File: src/rtl/stream_mux_arb_if.sv
// Stream bundle between N_CH input channels and one output of stream_mux_arb.
// slave is the mux side; master is the side that drives the sources and the sink.
`ifndef DATA_BUS_LEN
`define DATA_BUS_LEN 8
`endif

interface stream_mux_arb_if #(
  parameter int N_CH   = 4,
  parameter int DATA_W = `DATA_BUS_LEN
);
  localparam int SEL_W = $clog2(N_CH);

  logic [1:0]             MODE;
  logic [SEL_W-1:0]       SEL;
  logic [N_CH*DATA_W-1:0] IN_DATA;
  logic [N_CH-1:0]        IN_VALID;
  logic [N_CH-1:0]        IN_LAST;
  logic [N_CH-1:0]        IN_READY;
  logic [DATA_W-1:0]      OUT_DATA;
  logic                   OUT_VALID;
  logic                   OUT_LAST;
  logic [SEL_W-1:0]       OUT_CH;
  logic                   OUT_READY;
  logic                   BUSY;

  modport slave (
    input  MODE, SEL, IN_DATA, IN_VALID, IN_LAST, OUT_READY,
    output IN_READY, OUT_DATA, OUT_VALID, OUT_LAST, OUT_CH, BUSY
  );

  modport master (
    output MODE, SEL, IN_DATA, IN_VALID, IN_LAST, OUT_READY,
    input  IN_READY, OUT_DATA, OUT_VALID, OUT_LAST, OUT_CH, BUSY
  );
endinterface

File: src/rtl/stream_mux_arb.sv
// N-channel valid/ready stream mux with static, round-robin or fixed-priority
// selection, a registered output stage and packet locking until LAST.
`ifndef DATA_BUS_LEN
`define DATA_BUS_LEN 8
`endif

module stream_mux_arb #(
  parameter int N_CH   = 4,
  parameter int DATA_W = `DATA_BUS_LEN
) (
  input logic             CLK,
  input logic             RST_N,
  stream_mux_arb_if.slave bus
);
  localparam int SEL_W = $clog2(N_CH);

  typedef enum logic {IDLE, LOCKED} state_t;

  state_t            state_q, state_d;
  logic [SEL_W-1:0]  lock_ch_q, lock_ch_d;
  logic [SEL_W-1:0]  rr_ptr_q, rr_ptr_d;
  logic [SEL_W-1:0]  out_ch_q, out_ch_d;
  logic [DATA_W-1:0] out_data_q, out_data_d;
  logic              out_valid_q, out_valid_d;
  logic              out_last_q, out_last_d;

  logic [DATA_W-1:0] ch_data [N_CH];
  logic              gnt_vld;
  logic [SEL_W-1:0]  gnt_idx;
  logic              gnt_last;
  logic              load_en;
  logic              xfer;
  int                scan_idx;

  genvar gi;
  generate
    for (gi = 0; gi < N_CH; gi++) begin : g_ch
      assign ch_data[gi]     = bus.IN_DATA[gi*DATA_W +: DATA_W];
      assign bus.IN_READY[gi] = xfer && (gnt_idx == SEL_W'(gi));
    end
  endgenerate

  // Scans run high-to-low so the last hit (the preferred channel) wins.
  always_comb begin
    gnt_vld  = 1'b0;
    gnt_idx  = '0;
    scan_idx = 0;
    if (state_q == LOCKED) begin
      for (int i = 0; i < N_CH; i++) begin
        if (lock_ch_q == SEL_W'(i) && bus.IN_VALID[i]) begin
          gnt_vld = 1'b1;
          gnt_idx = SEL_W'(i);
        end
      end
    end else begin
      case (bus.MODE)
        2'b00: begin
          for (int i = 0; i < N_CH; i++) begin
            if (bus.SEL == SEL_W'(i) && bus.IN_VALID[i]) begin
              gnt_vld = 1'b1;
              gnt_idx = SEL_W'(i);
            end
          end
        end
        2'b01: begin
          for (int k = N_CH - 1; k >= 0; k--) begin
            scan_idx = int'(rr_ptr_q) + k;
            if (scan_idx >= N_CH) scan_idx = scan_idx - N_CH;
            if (bus.IN_VALID[scan_idx]) begin
              gnt_vld = 1'b1;
              gnt_idx = SEL_W'(scan_idx);
            end
          end
        end
        default: begin
          for (int i = N_CH - 1; i >= 0; i--) begin
            if (bus.IN_VALID[i]) begin
              gnt_vld = 1'b1;
              gnt_idx = SEL_W'(i);
            end
          end
        end
      endcase
    end
  end

  assign load_en  = !out_valid_q || bus.OUT_READY;
  assign xfer     = gnt_vld && load_en;
  assign gnt_last = bus.IN_LAST[gnt_idx];

  always_comb begin
    state_d     = state_q;
    lock_ch_d   = lock_ch_q;
    rr_ptr_d    = rr_ptr_q;
    out_ch_d    = out_ch_q;
    out_data_d  = out_data_q;
    out_valid_d = out_valid_q;
    out_last_d  = out_last_q;
    if (xfer) begin
      out_data_d  = ch_data[gnt_idx];
      out_last_d  = gnt_last;
      out_ch_d    = gnt_idx;
      out_valid_d = 1'b1;
      if (state_q == IDLE && !gnt_last) begin
        state_d   = LOCKED;
        lock_ch_d = gnt_idx;
      end else if (state_q == LOCKED && gnt_last) begin
        state_d = IDLE;
      end
      if (bus.MODE == 2'b01 && gnt_last) begin
        rr_ptr_d = (gnt_idx == SEL_W'(N_CH - 1)) ? '0 : gnt_idx + SEL_W'(1);
      end
    end else if (bus.OUT_READY) begin
      out_valid_d = 1'b0;
    end
  end

  always_ff @(posedge CLK or negedge RST_N) begin
    if (!RST_N) begin
      state_q     <= IDLE;
      lock_ch_q   <= '0;
      rr_ptr_q    <= '0;
      out_ch_q    <= '0;
      out_data_q  <= '0;
      out_valid_q <= 1'b0;
      out_last_q  <= 1'b0;
    end else begin
      state_q     <= state_d;
      lock_ch_q   <= lock_ch_d;
      rr_ptr_q    <= rr_ptr_d;
      out_ch_q    <= out_ch_d;
      out_data_q  <= out_data_d;
      out_valid_q <= out_valid_d;
      out_last_q  <= out_last_d;
    end
  end

  assign bus.OUT_DATA  = out_data_q;
  assign bus.OUT_VALID = out_valid_q;
  assign bus.OUT_LAST  = out_last_q;
  assign bus.OUT_CH    = out_ch_q;
  assign bus.BUSY      = (state_q == LOCKED);
endmodule

File: src/flat_wrapper.sv
// flat-port wrapper written by rule: the top's interface ports become plain ports
module stream_mux_arb_flat 
#(
  parameter int N_CH   = 4,
  parameter int DATA_W = `DATA_BUS_LEN
)
  (CLK, RST_N, bus_MODE, bus_SEL, bus_IN_DATA, bus_IN_VALID, bus_IN_LAST, bus_OUT_READY, bus_IN_READY, bus_OUT_DATA, bus_OUT_VALID, bus_OUT_LAST, bus_OUT_CH, bus_BUSY);
  stream_mux_arb_if #(.N_CH(N_CH), .DATA_W(DATA_W)) bus_i ();
  input logic CLK;
  input logic RST_N;
  input wire logic [$bits(bus_i.MODE)-1:0] bus_MODE;
  input wire logic [$bits(bus_i.SEL)-1:0] bus_SEL;
  input wire logic [$bits(bus_i.IN_DATA)-1:0] bus_IN_DATA;
  input wire logic [$bits(bus_i.IN_VALID)-1:0] bus_IN_VALID;
  input wire logic [$bits(bus_i.IN_LAST)-1:0] bus_IN_LAST;
  input wire logic [$bits(bus_i.OUT_READY)-1:0] bus_OUT_READY;
  output wire logic [$bits(bus_i.IN_READY)-1:0] bus_IN_READY;
  output wire logic [$bits(bus_i.OUT_DATA)-1:0] bus_OUT_DATA;
  output wire logic [$bits(bus_i.OUT_VALID)-1:0] bus_OUT_VALID;
  output wire logic [$bits(bus_i.OUT_LAST)-1:0] bus_OUT_LAST;
  output wire logic [$bits(bus_i.OUT_CH)-1:0] bus_OUT_CH;
  output wire logic [$bits(bus_i.BUSY)-1:0] bus_BUSY;
  assign bus_i.MODE = bus_MODE;
  assign bus_i.SEL = bus_SEL;
  assign bus_i.IN_DATA = bus_IN_DATA;
  assign bus_i.IN_VALID = bus_IN_VALID;
  assign bus_i.IN_LAST = bus_IN_LAST;
  assign bus_i.OUT_READY = bus_OUT_READY;
  assign bus_IN_READY = bus_i.IN_READY;
  assign bus_OUT_DATA = bus_i.OUT_DATA;
  assign bus_OUT_VALID = bus_i.OUT_VALID;
  assign bus_OUT_LAST = bus_i.OUT_LAST;
  assign bus_OUT_CH = bus_i.OUT_CH;
  assign bus_BUSY = bus_i.BUSY;
  stream_mux_arb #(.N_CH(N_CH), .DATA_W(DATA_W)) u_core (.CLK(CLK), .RST_N(RST_N), .bus(bus_i));
endmodule
File: config.mk
export PLATFORM = sky130hd
export DESIGN_NAME = stream_mux_arb_flat
export DESIGN_NICKNAME = d
export VERILOG_FILES = /design/src/rtl/stream_mux_arb_if.sv /design/src/rtl/stream_mux_arb.sv /design/src/flat_wrapper.sv
export SDC_FILE = /design/constraint.sdc
export NUM_CORES = 1
export LEC_CHECK = 0
export CAP_MARGIN = 20
export CELL_PAD_IN_SITES_DETAIL_PLACEMENT = 2
export CELL_PAD_IN_SITES_GLOBAL_PLACEMENT = 2
export CORE_MARGIN = 3
export CORE_UTILIZATION = 27
export CTS_CLUSTER_SIZE = 14
export DETAILED_ROUTE_END_ITERATION = 8
export PLACE_DENSITY_LB_ADDON = 0.1
export SLEW_MARGIN = 20
export SYNTH_ARGS = -nofsm -noshare
export SYNTH_HDL_FRONTEND = slang
export SYNTH_SLANG_ARGS = --single-unit
File: constraint.sdc
create_clock -name CLK -period 6.65 [get_ports CLK]
set_clock_uncertainty 0.1 [all_clocks]
set_input_delay 1.995 -clock CLK [delete_from_list [all_inputs] [get_ports CLK]]
set_output_delay 1.995 -clock CLK [all_outputs]
set_load 0.005 [all_outputs]
==> results of run 1 <==
==> through the flow <==
stage          cell area (um2)  util, %  instances  power, mW  setup slack (ns)
2_1_floorplan             1463        -        136     0.4567             1.123
3_3_place_gp              2130    41.17        268     0.6056            0.1897
3_5_place_dp              2130    41.17        268     0.6251            0.1261
4_1_cts                   2176    42.07        272     0.7069            0.1227
5_1_grt                   2181    42.16        272     0.7515           0.07246
6_report                  2181    42.16        272     0.6907            0.2361
==> power by group through the flow <==
stage | clock (mW) | combinational, mW | sequential [mW]
2_1_floorplan | 0 | 0.268 | 0.189
3_5_place_dp | 0 | 0.424 | 0.201
3_3_place_gp | 0 | 0.410 | 0.195
6_report | 0.0776 | 0.416 | 0.197
4_1_cts | 0.0823 | 0.426 | 0.199
5_1_grt | 0.0867 | 0.458 | 0.207
==> per-layer routing <==
layer | vias to the layer above | global-route usage [%] | part of all wire (%)
met1 | 643 | 18.45 | 42
li1 | 613 | - | -
met3 | 6 | 2.596 | 6.2
met5 | - | 0 | 0
met4 | 0 | 4.124 | 1.1
met2 | 41 | 27.38 | 51
==> worst min-delay path by stage <==
stage	endpoint	depth (start not counted)
final	u_core.bus.OUT_DATA[7]	1
after floorplan	u_core.bus.OUT_DATA[7]	1
after global routing	u_core.bus.OUT_DATA[7]	1
after detailed placement	u_core.bus.OUT_DATA[7]	1
after global placement	u_core.bus.OUT_DATA[7]	1
after CTS	u_core.bus.OUT_DATA[7]	1
==> cell families after synthesis <==
group | Yosys count | synth area share (%)
compound gates | 16 | 7.358
fa+ha+maj | 5 | 4.277
buf+inv | 15 | 9.153
flops | 17 | 29.08
mux | 47 | 34.82
simple gates | 36 | 15.31
==> cells in the final DEF, fill, tap and decap left out, types with 2 or more instances in the layout <==
cell type / n
o21ai_1: 2
a21oi_1: 4
inv_1: 4
nand3_1: 3
clkbuf_8: 3
inv_2: 2
mux2_4: 4
ha_1: 5
mux2_2: 13
nor2b_1: 3
nand2b_1: 3
mux2_1: 2
mux2i_1: 28
buf_4: 8
and2_1: 4
clkdlybuf4s50_1: 62
nand2_1: 5
nor2_1: 8
dfrtp_1: 17
==> layout make-up <==
| class | count | area (um2) |
|---|---|---|
| fillers | 540 | 2992 |
| multi-input cells | 104 | 905.9 |
| repair buffers | 71 | 693.2 |
| flip-flops and latches | 17 | 425.4 |
| well taps | 70 | 87.58 |
| clock buffers | 3 | 41.29 |
| inverters | 6 | 22.52 |
| clock inverters | 1 | 5.005 |
==> critical path, cell delays in order <==
cell and delay, ns:
clkdlybuf4s50_1 0.59, mux2_2 0.37, a31oi_1 0.29, nand2_2 0.16
inv_2 0.15, ha_1 0.15, and2_1 0.11, clkdlybuf4s50_1 0.51
==> registers in the layout, indices dropped and copies added, names as in the netlist <==
signal,count
u_core.lock_ch_q,2
u_core.bus.OUT_DATA,8
u_core.bus.OUT_VALID,1
u_core.bus.BUSY,1
u_core.bus.OUT_LAST,1
u_core.bus.OUT_CH,2
u_core.rr_ptr_q,2
==> qor.txt, run 1 <==
Reg2reg start: u_core.lock_ch_q[1]
Power Internal: 0.4461 mW
Post-synth EDFFs: 0
Setup crit start kind: input pin
Hold WS: 0.3934 ns
Clock Latency Late Sink: 0.25 ns
Final HPWL DP: 3.915 mm
Tmin final: 6.414 ns
Highest clock rate: 155.9 MHz
Post-synth top area cell: dfrtp_1
DIE HEIGHT: 79.60 um
Total setup buffers inserted after CTS: 0
First-pass GRT wire length: 7.652 mm
Worst reg2reg endpoint: u_core.bus.BUSY
Worst setup EP type: output pin
Comb pwr share: 60.2%
Reg power frac: 28.5%
Synth cell types: 38
Layout area overhead: 49.10%
Maximum number of buffers from clock root to sink: 2
Core area: 0.005172 mm2
Initial antenna violation count: 0
Fin. max-slew vios: 0
Leakage: 0.9718 nW
Worst Hold Launch: u_core.bus.OUT_DATA[7]
Reg2reg path depth: 9
Nets: 255
WL final: 4.579 mm
Clock power frac: 11.2%
Post-synthesis cell count: 136
Register area share after synthesis: 29.08%
Vias per inst: 4.790
Actual slew at the worst max-slew pin: 0.7876 ns
First drt pass iteration count: 4
Routed vias: 1303
CTS root buf: clkbuf_8
Critical Path AT: 4.32 ns
Post-Syn Area per Cell: 10.75 um2
Most numerous cell in the Yosys netlist: mux2i_1
TritonCTS clock tree: done
Synth top cells by count: mux2i_1, dfrtp_1, mux2_2, nor2_1, nand2_1
1st-iter DRT viols: 34
Synth area leaders: dfrtp_1, mux2i_1, mux2_2
Synthesized Nets: 188
TritonCTS Buffers: 3
Crit Path Category: input pin to output pin
Worst hold path class: flip-flop to flip-flop
Hold Fails Final Rpt: 0
Worst Setup EP: bus_IN_READY[0]
CP Max Fanout: 9
WL per Instance: 16.83 um
Die width: 79.60 um
Antenna viol nets, final: 0
PortBufs: 63
Post-CTS resize count: 0
I/O pin count: 64
Setup TNS: 0 ns
# hold bufs at CTS: 0
WP data required: 4.55 ns
Maximum number of pins on one net before global-route repair: 18
Power Density: 316.7 mW/mm2
Starting density of the core: 28.28%
# setup viols final: 0
Crit path launch: bus_IN_VALID[2]
Die ar.: 0.006336 mm2
RePlAce Congestion: 0.8124
Top_reg_cell synth: dfrtp_1
CTS sink count: 17
RSZ-0062 raised after global routing: no
Row count: 26
Status: finished clean
H-tree levels: 1
Max-cap check violation count: 0
Number of antenna diodes: 0
Reg2Reg Setup Slack: 3.68 ns
Post-synth top area share: 29.08%
Drt drc: 0
GRT overflow: 0
Sw Share: 35.41%
Number of global-route vias before repair: 1512
Async set-or-reset flop fraction in the synthesized netlist: 100.0%
Max_slew headroom: 47.33%
Worst vdd ir: 0.08205 mV
Global-route usage over all layers: 15.20%
Period utilization: 96.45%
Layout cells sized above 1: 18.81%
Syn. warnings: 0
Mapped cell area: 0.001463 mm2
Clock transition at the registers of the reported paths: 0.07 ns
Switching power: 0.2446 mW
Yosys reg bits: 17
Power figures use the tool's default switching activity.
==> inputs of run 2 (changes only) <==
--- a/config.mk
+++ b/config.mk
@@ -10,5 +10,5 @@
 export CELL_PAD_IN_SITES_GLOBAL_PLACEMENT = 2
 export CORE_MARGIN = 3
-export CORE_UTILIZATION = 27
+export CORE_UTILIZATION = 22
 export CTS_CLUSTER_SIZE = 14
 export DETAILED_ROUTE_END_ITERATION = 8
==> constraint.sdc (replaced) <==
create_clock -name CLK -period 5.8 [get_ports CLK]
set_clock_uncertainty 0.1 [all_clocks]
set_input_delay 1.16 -clock CLK [delete_from_list [all_inputs] [get_ports CLK]]
set_output_delay 1.16 -clock CLK [all_outputs]
set_load 0.005 [all_outputs]
==> qor.txt, run 2 (synthesis gave the netlist of run 1 again) <==
Worst vdd ir: 0.1396 mV
RePlAce Congestion: 0.7516
Power, Total: 0.7795 mW
Highest clock rate: 201.8 MHz
Routed vias: 1269
Fin. max-slew vios: 0
WL per Instance: 17.13 um
CP delay by family, top: buffers and inverters
# hold bufs at CTS: 0
Status: finished clean
Post-CTS resize count: 0
Most frequent cells in the layout: clkdlybuf4s50_1, mux2i_1, dfrtp_1
CTS sink count: 17
Setup TNS: 0 ns
DIE HEIGHT: 87.54 um
Sw Share: 35.87%
CP Max Fanout: 10
Die width: 87.54 um
Total setup buffers inserted after CTS: 0
Drt drc: 0
Setup crit start kind: input pin
PortBufs: 63
CTS root buf: clkbuf_8
RSZ-0062 raised after global routing: no
CP peak stage delay: 0.63 ns
Max-cap check violation count: 0
Max_slew headroom: 43.37%
GRT overflow: 0
Max FFs per register: 8
Hold WS: 0.4117 ns
Layout cells sized above 1: 16.67%
Power Density: 361.8 mW/mm2
Comb pwr share: 59.1%
Maximum number of buffers from clock root to sink: 2
WL final: 4.710 mm
I/O pin count: 64
First drt pass iteration count: 3
Period utilization: 85.44%
Row count: 29
Reg power frac: 29.1%
Clock power frac: 11.8%
H-tree levels: 1
Final HPWL DP: 3.912 mm
Most common cell after layout, fill and taps aside: clkdlybuf4s50_1
Worst setup EP type: output pin
Crit Path Category: input pin to output pin
Clock Latency Late Sink: 0.26 ns
Layout area overhead: 47.31%
Power Internal: 0.4999 mW
Crit path top cell by count: clkdlybuf4s50_1
Initial antenna violation count: 0
TritonCTS clock tree: done
Core Util, Final: 33.74%
Core area: 0.006386 mm2
Cell Chain, Critical Path: clkdlybuf4s50_1 -> mux2_2 -> a31oi_1 -> nand2_1 -> inv_2 -> ha_1 -> and2_1 -> clkdlybuf4s50_1
Maximum number of pins on one net before global-route repair: 18
# setup viols final: 0
Clock transition at the registers of the reported paths: 0.07 ns
Die ar.: 0.007662 mm2
Number of antenna diodes: 0
WP data required: 4.54 ns
TritonCTS Buffers: 3
Nets: 251
Antenna viol nets, final: 0
Actual slew at the worst max-slew pin: 0.8468 ns
Worst hold path class: flip-flop to flip-flop
Vias per inst: 4.615
Leakage: 0.9435 nW
Number of global-route vias before repair: 1501
Hold Fails Final Rpt: 0
Critical path buffer and inverter count: 3
Setup WS post-layout: 0.8447 ns
Critical Path AT: 3.70 ns
1st-iter DRT viols: 39
DP Worst Slack: 0.8201 ns
Tmin final: 4.955 ns
Global-route usage over all layers: 13.08%
First-pass GRT wire length: 7.776 mm
Switching power: 0.2796 mW
Worst path slowest cell: clkdlybuf4s50_1
Starting density of the core: 22.90%
[run 2: area by class of cell]
cell class                 instances  area, um2
clock buffer                       3      41.29
fill                             712       4232
timing repair buffer              67      660.6
multi-input combinational        104      903.4
sequential                        17      425.4
tap                               77      96.34
inverter                           6      22.52
clock inverter                     1      5.005
[run 2: power groups by stage]
| stage | sequential, mW | clock (mW) | combinational (mW) |
|---|---|---|---|
| CTS | 0.230 | 0.0960 | 0.474 |
| floorplan | 0.217 | 0 | 0.307 |
| detailed placement | 0.232 | 0 | 0.473 |
| finish | 0.227 | 0.0918 | 0.461 |
| global placement | 0.227 | 0 | 0.460 |
| global route | 0.240 | 0.102 | 0.510 |
[run 2: metal layers]
layer  routed length, um  global-route usage (%)
met1                1981                   15.93
met2                2478                   24.11
met3                 195                   1.411
met4                  55                   3.766
met5                   0                       0
[run 2: worst paths after layout]
kind	start	end	slack [ns]	cells after the start
setup / recovery	bus_IN_VALID[3]	bus_IN_READY[1]	0.84	8
min in group asynchronous	RST_N	u_core.bus.OUT_DATA[3]	1.29	1
hold reg to reg	u_core.bus.OUT_DATA[5]	u_core.bus.OUT_DATA[5]	0.41	1
max in group asynchronous	RST_N	u_core.rr_ptr_q[0]	3.79	1
setup reg to reg	u_core.bus.BUSY	u_core.bus.BUSY	2.95	9
hold / removal	u_core.bus.OUT_DATA[5]	u_core.bus.OUT_DATA[5]	0.41	1
[run 2: through the flow]
step | cells | instance area, um2
after floorplan | 136 | 1463
after global placement | 271 | 2108
after detailed placement | 271 | 2108
after CTS | 275 | 2155
after global routing | 275 | 2155
final | 275 | 2155
==> inputs of run 3 (changes only) <==
Settings changed: CORE_UTILIZATION 22 to 33, DONT_BUFFER_PORTS from default to 1.
==> qor.txt, run 3 (synthesis gave the netlist of run 1 again) <==
Status: finished clean
Worst hold path class: flip-flop to flip-flop
Period utilization: 69.90%
Reg2Reg Setup Slack: 2.68 ns
Max FFs per register: 8
CP peak stage delay: 0.48 ns
RePlAce Congestion: 0.7748
DIE HEIGHT: 72.58 um
Critical Path AT: 2.79 ns
WL per Instance: 19.99 um
Worst setup EP type: output pin
Post-CTS resize count: 0
Routed vias: 1012
RSZ-0062 raised after global routing: no
Cell Chain, Critical Path: or3_4 -> o22ai_1 -> a31oi_1 -> nand2_1 -> inv_2 -> ha_1 -> and2_1
Crit Path Category: input pin to output pin
# setup viols final: 0
TritonCTS Buffers: 3
Maximum number of pins on one net before global-route repair: 22
Final HPWL DP: 2.844 mm
FF/Latch Area: 425.4 um2
Hold Fails Final Rpt: 0
Setup TNS: 0 ns
First drt pass iteration count: 4
Initial antenna violation count: 0
TritonCTS clock tree: done
Worst vdd ir: 0.1532 mV
I/O pin count: 64
GRT overflow: 0
Layout cells sized above 1: 22.73%
Vias per inst: 5.560
Highest clock rate: 246.6 MHz
Number of antenna diodes: 0
Core area: 0.004144 mm2
CP Max Fanout: 12
# hold bufs at CTS: 0
Reg2reg start: u_core.bus.BUSY
Number of global-route vias before repair: 1176
WL final: 3.639 mm
Most common cell after layout, fill and taps aside: mux2i_1
Total setup buffers inserted after CTS: 0
Clock Latency Late Sink: 0.26 ns
Hold Crit Depth: 1
Drt drc: 0
Setup crit start kind: input pin
Antenna viol nets, final: 0
Fillers: 469
Worst Hold Path EP: u_core.bus.OUT_DATA[4]
Fin cells: 182
Nets: 185
Worst Hold Launch: u_core.bus.OUT_DATA[4]
PortBufs: 0
Hold WS: 0.4439 ns
Clock transition at the registers of the reported paths: 0.07 ns
# placed instances: 178
First-pass GRT wire length: 5.913 mm
Power Density: 426.6 mW/mm2
Layout area overhead: 0.3423%
Starting density of the core: 35.30%
Actual slew at the worst max-slew pin: 0.7624 ns
Power, Total: 0.6261 mW
Most frequent cells in the layout: mux2i_1, dfrtp_1, mux2_2
Worst path slowest cell: nand2_1
WP data required: 4.54 ns
Global-route usage over all layers: 14.38%
Multi-input gate area: 903.4 um2
Row count: 23
CTS root buf: clkbuf_8
Max_slew headroom: 49.17%
Maximum number of buffers from clock root to sink: 2
Worst reg2reg endpoint: u_core.bus.BUSY
Max-cap check violation count: 0
Tmin final: 4.054 ns
H-tree levels: 1
Fin. max-slew vios: 0
Crit path launch: bus_IN_VALID[1]
Die ar.: 0.005267 mm2
Leakage: 0.6836 nW
CTS sink count: 17
Die width: 72.58 um
Reg2reg path depth: 9
1st-iter DRT viols: 42
-- run 3: report_power, final --
group / leakage, nW / switching, mW / internal [mW]
logic: 0.458 / 0.135 / 0.157
registers: 0.200 / 0.0618 / 0.177
clock network: 0.0255 / 0.0472 / 0.0478
-- run 3: critical path, delay by kind of cell --
| kind | cells | cell delay [ns] |
|---|---|---|
| simple gates | 3 | 1.00 |
| buf+inv | 1 | 0.16 |
| fa+ha+maj | 1 | 0.23 |
| compound gates | 2 | 0.25 |
-- run 3: area by class of cell --
class | instances | share of cell area [%]
inverter | 6 | 1.535
timing repair buffer | 1 | 0.5115
sequential | 17 | 28.99
multi-input combinational | 104 | 61.55
clock buffer | 3 | 2.813
tap | 50 | 4.263
clock inverter | 1 | 0.3410
-- run 3: through the flow --
step / setup slack, ns / area, um2 / utilization, %
after floorplan: 1.943 / 1463 / -
after global placement: 1.739 / 1421 / 34.30
after detailed placement: 1.693 / 1421 / 34.30
after CTS: 1.699 / 1468 / 35.42
after global routing: 1.568 / 1468 / 35.42
final: 1.746 / 1468 / 35.42
-- run 3: layer usage --
layer	wire (um)	global-route usage (%)	vias to the layer above
li1	-	-	475
met1	1562	18.91	500
met2	1816	24.15	35
met3	249	3.994	2
met4	10	1.844	0
met5	0	0	-
-- run 3: worst max path at each step --
stage,end,slack [ns],cells after the start
after floorplan,bus_IN_READY[3],1.94,10
final,bus_IN_READY[0],1.75,7
after global routing,bus_IN_READY[0],1.57,7
after global placement,bus_IN_READY[1],1.74,7
after detailed placement,bus_IN_READY[0],1.69,7
after CTS,bus_IN_READY[0],1.70,7
